File: src/rtl/retire_trace_buffer.sv
// Retirement trace sink: captures committed register writes and stores into a
// first-word-fall-through FIFO and streams them to a host link; overflow drops, never stalls.
module retire_trace_buffer #(
  parameter int DEPTH     = 16,
  parameter int PC_WIDTH  = 32,
  parameter int SEQ_WIDTH = 16
) (
  input  logic                 clk,
  input  logic                 rst,
  input  logic                 enable,
  input  logic                 wbValid,
  input  logic                 wbIsLoad,
  input  logic [PC_WIDTH-1:0]  wbPc,
  input  logic [4:0]           wbRdAddr,
  input  logic [31:0]          wbData,
  input  logic [31:0]          wbMemAddr,
  input  logic                 stValid,
  input  logic [PC_WIDTH-1:0]  stPc,
  input  logic [31:0]          stAddr,
  input  logic [31:0]          stData,
  output logic                 outValid,
  input  logic                 outReady,
  output logic [1:0]           outKind,
  output logic [PC_WIDTH-1:0]  outPc,
  output logic [4:0]           outRd,
  output logic [31:0]          outAddr,
  output logic [31:0]          outData,
  output logic [SEQ_WIDTH-1:0] outSeq,
  output logic [SEQ_WIDTH-1:0] dropCount,
  output logic                 full,
  output logic                 empty
);

  localparam int AW = $clog2(DEPTH);
  localparam logic [AW:0] DEPTH_C = (AW+1)'(DEPTH);
  localparam logic [SEQ_WIDTH-1:0] DROP_MAX = '1;

  logic [1:0]           kind_mem [DEPTH];
  logic [PC_WIDTH-1:0]  pc_mem   [DEPTH];
  logic [4:0]           rd_mem   [DEPTH];
  logic [31:0]          addr_mem [DEPTH];
  logic [31:0]          data_mem [DEPTH];
  logic [SEQ_WIDTH-1:0] seq_mem  [DEPTH];

  logic [AW-1:0]        rd_ptr, wr_ptr;
  logic [AW:0]          count;
  logic [SEQ_WIDTH-1:0] seq;

  logic                 ev_wb, ev_st, push_wb, push_st, pop;
  logic [AW:0]          free_slots, count_next;
  logic [1:0]           n_push, n_drop;
  logic [AW-1:0]        st_slot;
  logic [SEQ_WIDTH-1:0] st_seq, drop_next;
  logic [SEQ_WIDTH:0]   drop_sum;
  logic [1:0]           wb_kind;
  logic [31:0]          wb_addr;

  // Free slots use the pre-edge count, so a same-cycle pop never makes room for a push.
  always_comb begin
    ev_wb      = enable & wbValid;
    ev_st      = enable & stValid;
    free_slots = DEPTH_C - count;
    push_wb    = ev_wb && (free_slots != '0);
    push_st    = ev_st && (free_slots > (AW+1)'(push_wb));
    n_push     = {1'b0, push_wb} + {1'b0, push_st};
    n_drop     = {1'b0, ev_wb & ~push_wb} + {1'b0, ev_st & ~push_st};
    pop        = outValid & outReady;
    st_slot    = wr_ptr + AW'(push_wb);
    st_seq     = seq + SEQ_WIDTH'(ev_wb);
    wb_kind    = wbIsLoad ? 2'b10 : 2'b01;
    wb_addr    = wbIsLoad ? wbMemAddr : 32'h0;
    drop_sum   = {1'b0, dropCount} + (SEQ_WIDTH+1)'(n_drop);
    drop_next  = drop_sum[SEQ_WIDTH] ? DROP_MAX : drop_sum[SEQ_WIDTH-1:0];
    count_next = count + (AW+1)'(n_push) - (AW+1)'(pop);
  end

  always_ff @(posedge clk) begin
    if (!rst) begin
      rd_ptr    <= '0;
      wr_ptr    <= '0;
      count     <= '0;
      seq       <= '0;
      dropCount <= '0;
    end else begin
      rd_ptr    <= rd_ptr + AW'(pop);
      wr_ptr    <= wr_ptr + AW'(n_push);
      count     <= count_next;
      seq       <= seq + SEQ_WIDTH'(n_drop + n_push);
      dropCount <= drop_next;
    end
  end

  // Storage is not reset; the reset cycle simply suppresses writes.
  always_ff @(posedge clk) begin
    if (rst && push_wb) begin
      kind_mem[wr_ptr] <= wb_kind;
      pc_mem[wr_ptr]   <= wbPc;
      rd_mem[wr_ptr]   <= wbRdAddr;
      addr_mem[wr_ptr] <= wb_addr;
      data_mem[wr_ptr] <= wbData;
      seq_mem[wr_ptr]  <= seq;
    end
    if (rst && push_st) begin
      kind_mem[st_slot] <= 2'b11;
      pc_mem[st_slot]   <= stPc;
      rd_mem[st_slot]   <= 5'd0;
      addr_mem[st_slot] <= stAddr;
      data_mem[st_slot] <= stData;
      seq_mem[st_slot]  <= st_seq;
    end
  end

  assign empty    = (count == '0);
  assign full     = (count == DEPTH_C);
  assign outValid = !empty;
  assign outKind  = kind_mem[rd_ptr];
  assign outPc    = pc_mem[rd_ptr];
  assign outRd    = rd_mem[rd_ptr];
  assign outAddr  = addr_mem[rd_ptr];
  assign outData  = data_mem[rd_ptr];
  assign outSeq   = seq_mem[rd_ptr];

endmodule
File: config.mk
export PLATFORM = sky130hd
export DESIGN_NAME = retire_trace_buffer
export DESIGN_NICKNAME = d
export VERILOG_FILES = /design/src/rtl/retire_trace_buffer.sv
export SDC_FILE = /design/constraint.sdc
export NUM_CORES = 2
export LEC_CHECK = 0
export ABC_CLOCK_PERIOD_IN_PS = 13500
export CAP_MARGIN = 20
export CELL_PAD_IN_SITES_DETAIL_PLACEMENT = 0
export CELL_PAD_IN_SITES_GLOBAL_PLACEMENT = 2
export CORE_AREA = 2 2 464 466
export DETAILED_ROUTE_END_ITERATION = 6
export DIE_AREA = 0 0 466 468
export PLACE_DENSITY = 0.92
export SETUP_SLACK_MARGIN = 0.5
export SYNTH_ARGS = -nofsm -noshare
export SYNTH_HDL_FRONTEND = slang
export SYNTH_SLANG_ARGS = --single-unit
File: constraint.sdc
create_clock -name clk -period 13.5 [get_ports clk]
set_clock_uncertainty 0.15 [all_clocks]
set_input_delay 2.025 -clock clk [delete_from_list [all_inputs] [get_ports clk]]
set_output_delay 2.025 -clock clk [all_outputs]
set_load 0.005 [all_outputs]
==> results.toml <==
[logic_synthesis]
synth-seq-cells = 1949
synth_enable_flop_cells = 1792
post_synth_inst_count = 6550
yosys-top-cells-area = "sky130_fd_sc_hd__edfxtp_1, sky130_fd_sc_hd__mux4_2, sky130_fd_sc_hd__mux2_2"
fraction_of_the_yosys_area_taken_by_sequential_cells_pct = 58.4
synth_warnings = 0
synth.top_cells.by_count = "sky130_fd_sc_hd__edfxtp_1, sky130_fd_sc_hd__mux2_2, sky130_fd_sc_hd__nand3_1, sky130_fd_sc_hd__mux4_2, sky130_fd_sc_hd__o21ai_0"
synth-main-ff-cell = "sky130_fd_sc_hd__edfxtp_1"
synth.cell_area_um2 = 97600
synth_largest_area_cell = "sky130_fd_sc_hd__edfxtp_1"
yosysTopAreaCellShare_pct = 55.1
synth.avg_cell_area_um2 = 14.9
async_reset_ff_share_pct = 0
synth.most_common_cell = "sky130_fd_sc_hd__edfxtp_1"
mappedNetlistNets = 6785
synth.lib_cells_used.distinct = 52

[route]
drt-initial-drc-count = 7856
routed_via_density = 6.44
vias = 60798
drtPass1Iterations = 6
drcViolationCount = 0
detail_route.wl_per_cell_um = 30.7
wirelength_mm = 290
final_antenna_violating_net_count = 0

[clock_tree]
insertion_delay_of_the_later_clocked_pin_in_the_worst_skew_pair_ns = 0.86
cts_root_buf = "sky130_fd_sc_hd__clkbuf_16"
clock_tree_buffer_depth = 3
cts_tree = "done"
cts-resized-gates = 0
cts.htree.levels = 4
postCtsSetupBuffers = 0
clock_buffers_created_by_tritoncts = 200
worst_setup_hold_path_clk_slew_ns = 0.06
cts_num_sinks = 1949
cts-hold-fix-buffers = 0

[global_routing]
remaining_global_route_overflow = 0
use_met1_pct = 35.6
met3_usage_pct = 4.03
grt_start_max_net_pins = 121
grt_first_pass_wirelength_mm = 422
grt_use_met2_pct = 42.5
grt_most_used_layer = "met2"
via_count_of_the_first_global_routing_pass = 61179
grt_usage_pct = 26.2
number_of_antenna_violations_at_the_first_check_in_global_routing = 27

[power_and_ir_drop]
total_leakage_power_nw = 32.9
power.ir.vdd_worst_mv = 0.135
power.density_cell_area_nw_per_um2 = 146
total_design_power_mw = 15.9

[timing]
unrepaired_setup_endpoints_after_global_routing = "no"
max_clock_freq_mhz = 132
final-hold-violation-count = 0
finalSetupTns_ns = 0
finalSetupViolCount = 0
post-route-min-period_ns = 7.58
slew_viol_final = 0
final.period_utilization_pct = 56.1
worst_margin_slew_ns = 1.24
fin_hold_ws_ns = 0.304
timing.slew.headroom_pct = 17.5

[setup_path]
critPathRequiredTime_ns = 13.94
endpoint_kind = "flip-flop"
largest_stage_delay_on_the_critical_path_ns = 0.88
crit_fanout = 67
start_kind = "primary input"
critical-path-slowest-cell = "sky130_fd_sc_hd__buf_4"
cp.arrival_ns = 8.02
worst_path_most_repeated_cell = "sky130_fd_sc_hd__buf_4"
path_cells = "clkdlybuf4s50_1 -> nand2_1 -> nor2_1 -> ha_1 -> ha_1 -> and2_1 -> nand3_1 -> mux2i_4 -> buf_4 -> and2_4 -> buf_4 -> buf_4 -> mux2_2"
critical_path_type = "in -> reg"

[finish]
nFillCells = 17229
layout-area-overhead-vs-synth_pct = 11.7
final_util_pct = 51.1
postLayoutCellArea_um2 = 109000
post_route_cells_drive_above_1_share_pct = 31.4
fin_nets = 6659

[placement]
area_after_detailed_placement_um2 = 103000
placed_wire_length_estimate_mm = 159
gp_congestion = 0.806
io_buffers = 341

[die]
die_ar_um2 = 218000
initial_utilization_pct = 45.7
die-width_um = 466
io-pin-count = 342
fp-row-count = 170
core_area_um2 = 213000
die_h_um = 468

[hold_path]
hold_class = "reg -> reg"

[flow_run]
count_of_maximum_capacitance_violations = 0

[outcome]
outcome = "completed"
-- flip-flops by register name (all words and copies together) (netlist names), 16 cells and up --
register / count
addr_mem: 512
data_mem: 512
dropCount: 16
kind_mem: 32
pc_mem: 512
rd_mem: 80
seq: 16
seq_mem: 256
-- area by class of cell --
class                      count  area (um^2)  share of cell area, %
antenna                       16         40.0                 0.0367
sequential                  1949        57000                   52.3
clock buffer                 265         5330                   4.89
timing repair buffer         468         4490                   4.12
tap                         2838         3550                   3.26
inverter                      28          105                 0.0964
clock inverter               104          968                  0.889
multi-input combinational   3777        37500                   34.4
-- cells in the final DEF (no fill, tap or decap), drive strengths merged, types with 3 or more instances in the layout --
cell / count
mux4: 595
clkdlybuf4s50: 340
ha: 25
o21bai: 7
o211ai: 3
a21oi: 152
nor3b: 3
and3: 14
nor2: 82
bufinv: 10
or3: 10
mux2i: 22
buf: 128
inv: 36
clkinvlp: 6
nor3: 20
nand3: 730
clkinv: 80
fa: 6
nand2: 212
clkbuf: 265
edfxtp: 1792
xnor2: 208
and4: 5
nand3b: 3
dfxtp: 157
mux2: 1040
and2: 28
diode: 16
xor2: 15
nand2b: 8
a211o: 14
o21ai: 538
nor2b: 13
nand4: 8
-- cell families after synthesis --
family | after synthesis | synth area share, %
DFF | 1949 | 58.4
muxes | 1657 | 26.2
and+or+nand+nor | 1143 | 5.66
buffers and inverters | 824 | 3.45
AOI/OAI and AO/OA | 723 | 3.84
xor gates and xnor gates | 223 | 2.00
adders and majority gates | 31 | 0.444
-- worst max-delay path: cells and delay by family --
kind,cells,cell delay [ns]
buf+inv,4,3.08
mux,2,1.20
simple gates,5,1.07
fa+ha+maj,2,0.48
-- metal layers --
metal  share of wire, %  vias to the layer above
met5              0.037                        -
met4                3.8                       18
met1                 39                    31533
met2                 48                     3409
met3                8.8                      585
li1                   -                    25253
-- stage by stage --
step           worst slack, ns  cells
5_1_grt                   5.63   9438
6_report                  5.92   9445
3_5_place_dp              5.12   9053
3_3_place_gp              5.21   9053
4_1_cts                   6.02   9422
2_1_floorplan             2.10   6550
-- report_power, final --
group	total, mW	switching [mW]	internal (mW)	leakage (nW)
Combinational	3.50	1.78	1.72	12.5
Sequential	6.96	0.123	6.84	17.4
Clock	5.42	2.44	2.98	3.05
Total	15.9	4.34	11.5	32.9
-- path summary, 6_finish.rpt --
check	slack (ns)	start	end	cells past startpoint
min reg2reg	0.30	rd_mem[1][0]$_SDFFE_PP0P_	rd_mem[1][0]$_SDFFE_PP0P_	2
max reg2reg	6.33	count[0]$_SDFF_PN0_	pc_mem[8][10]$_DFFE_PP_	18
max	5.92	enable	pc_mem[8][10]$_DFFE_PP_	13
min	0.30	rd_mem[1][0]$_SDFFE_PP0P_	rd_mem[1][0]$_SDFFE_PP0P_	2
(Power assumes the default switching activity.)
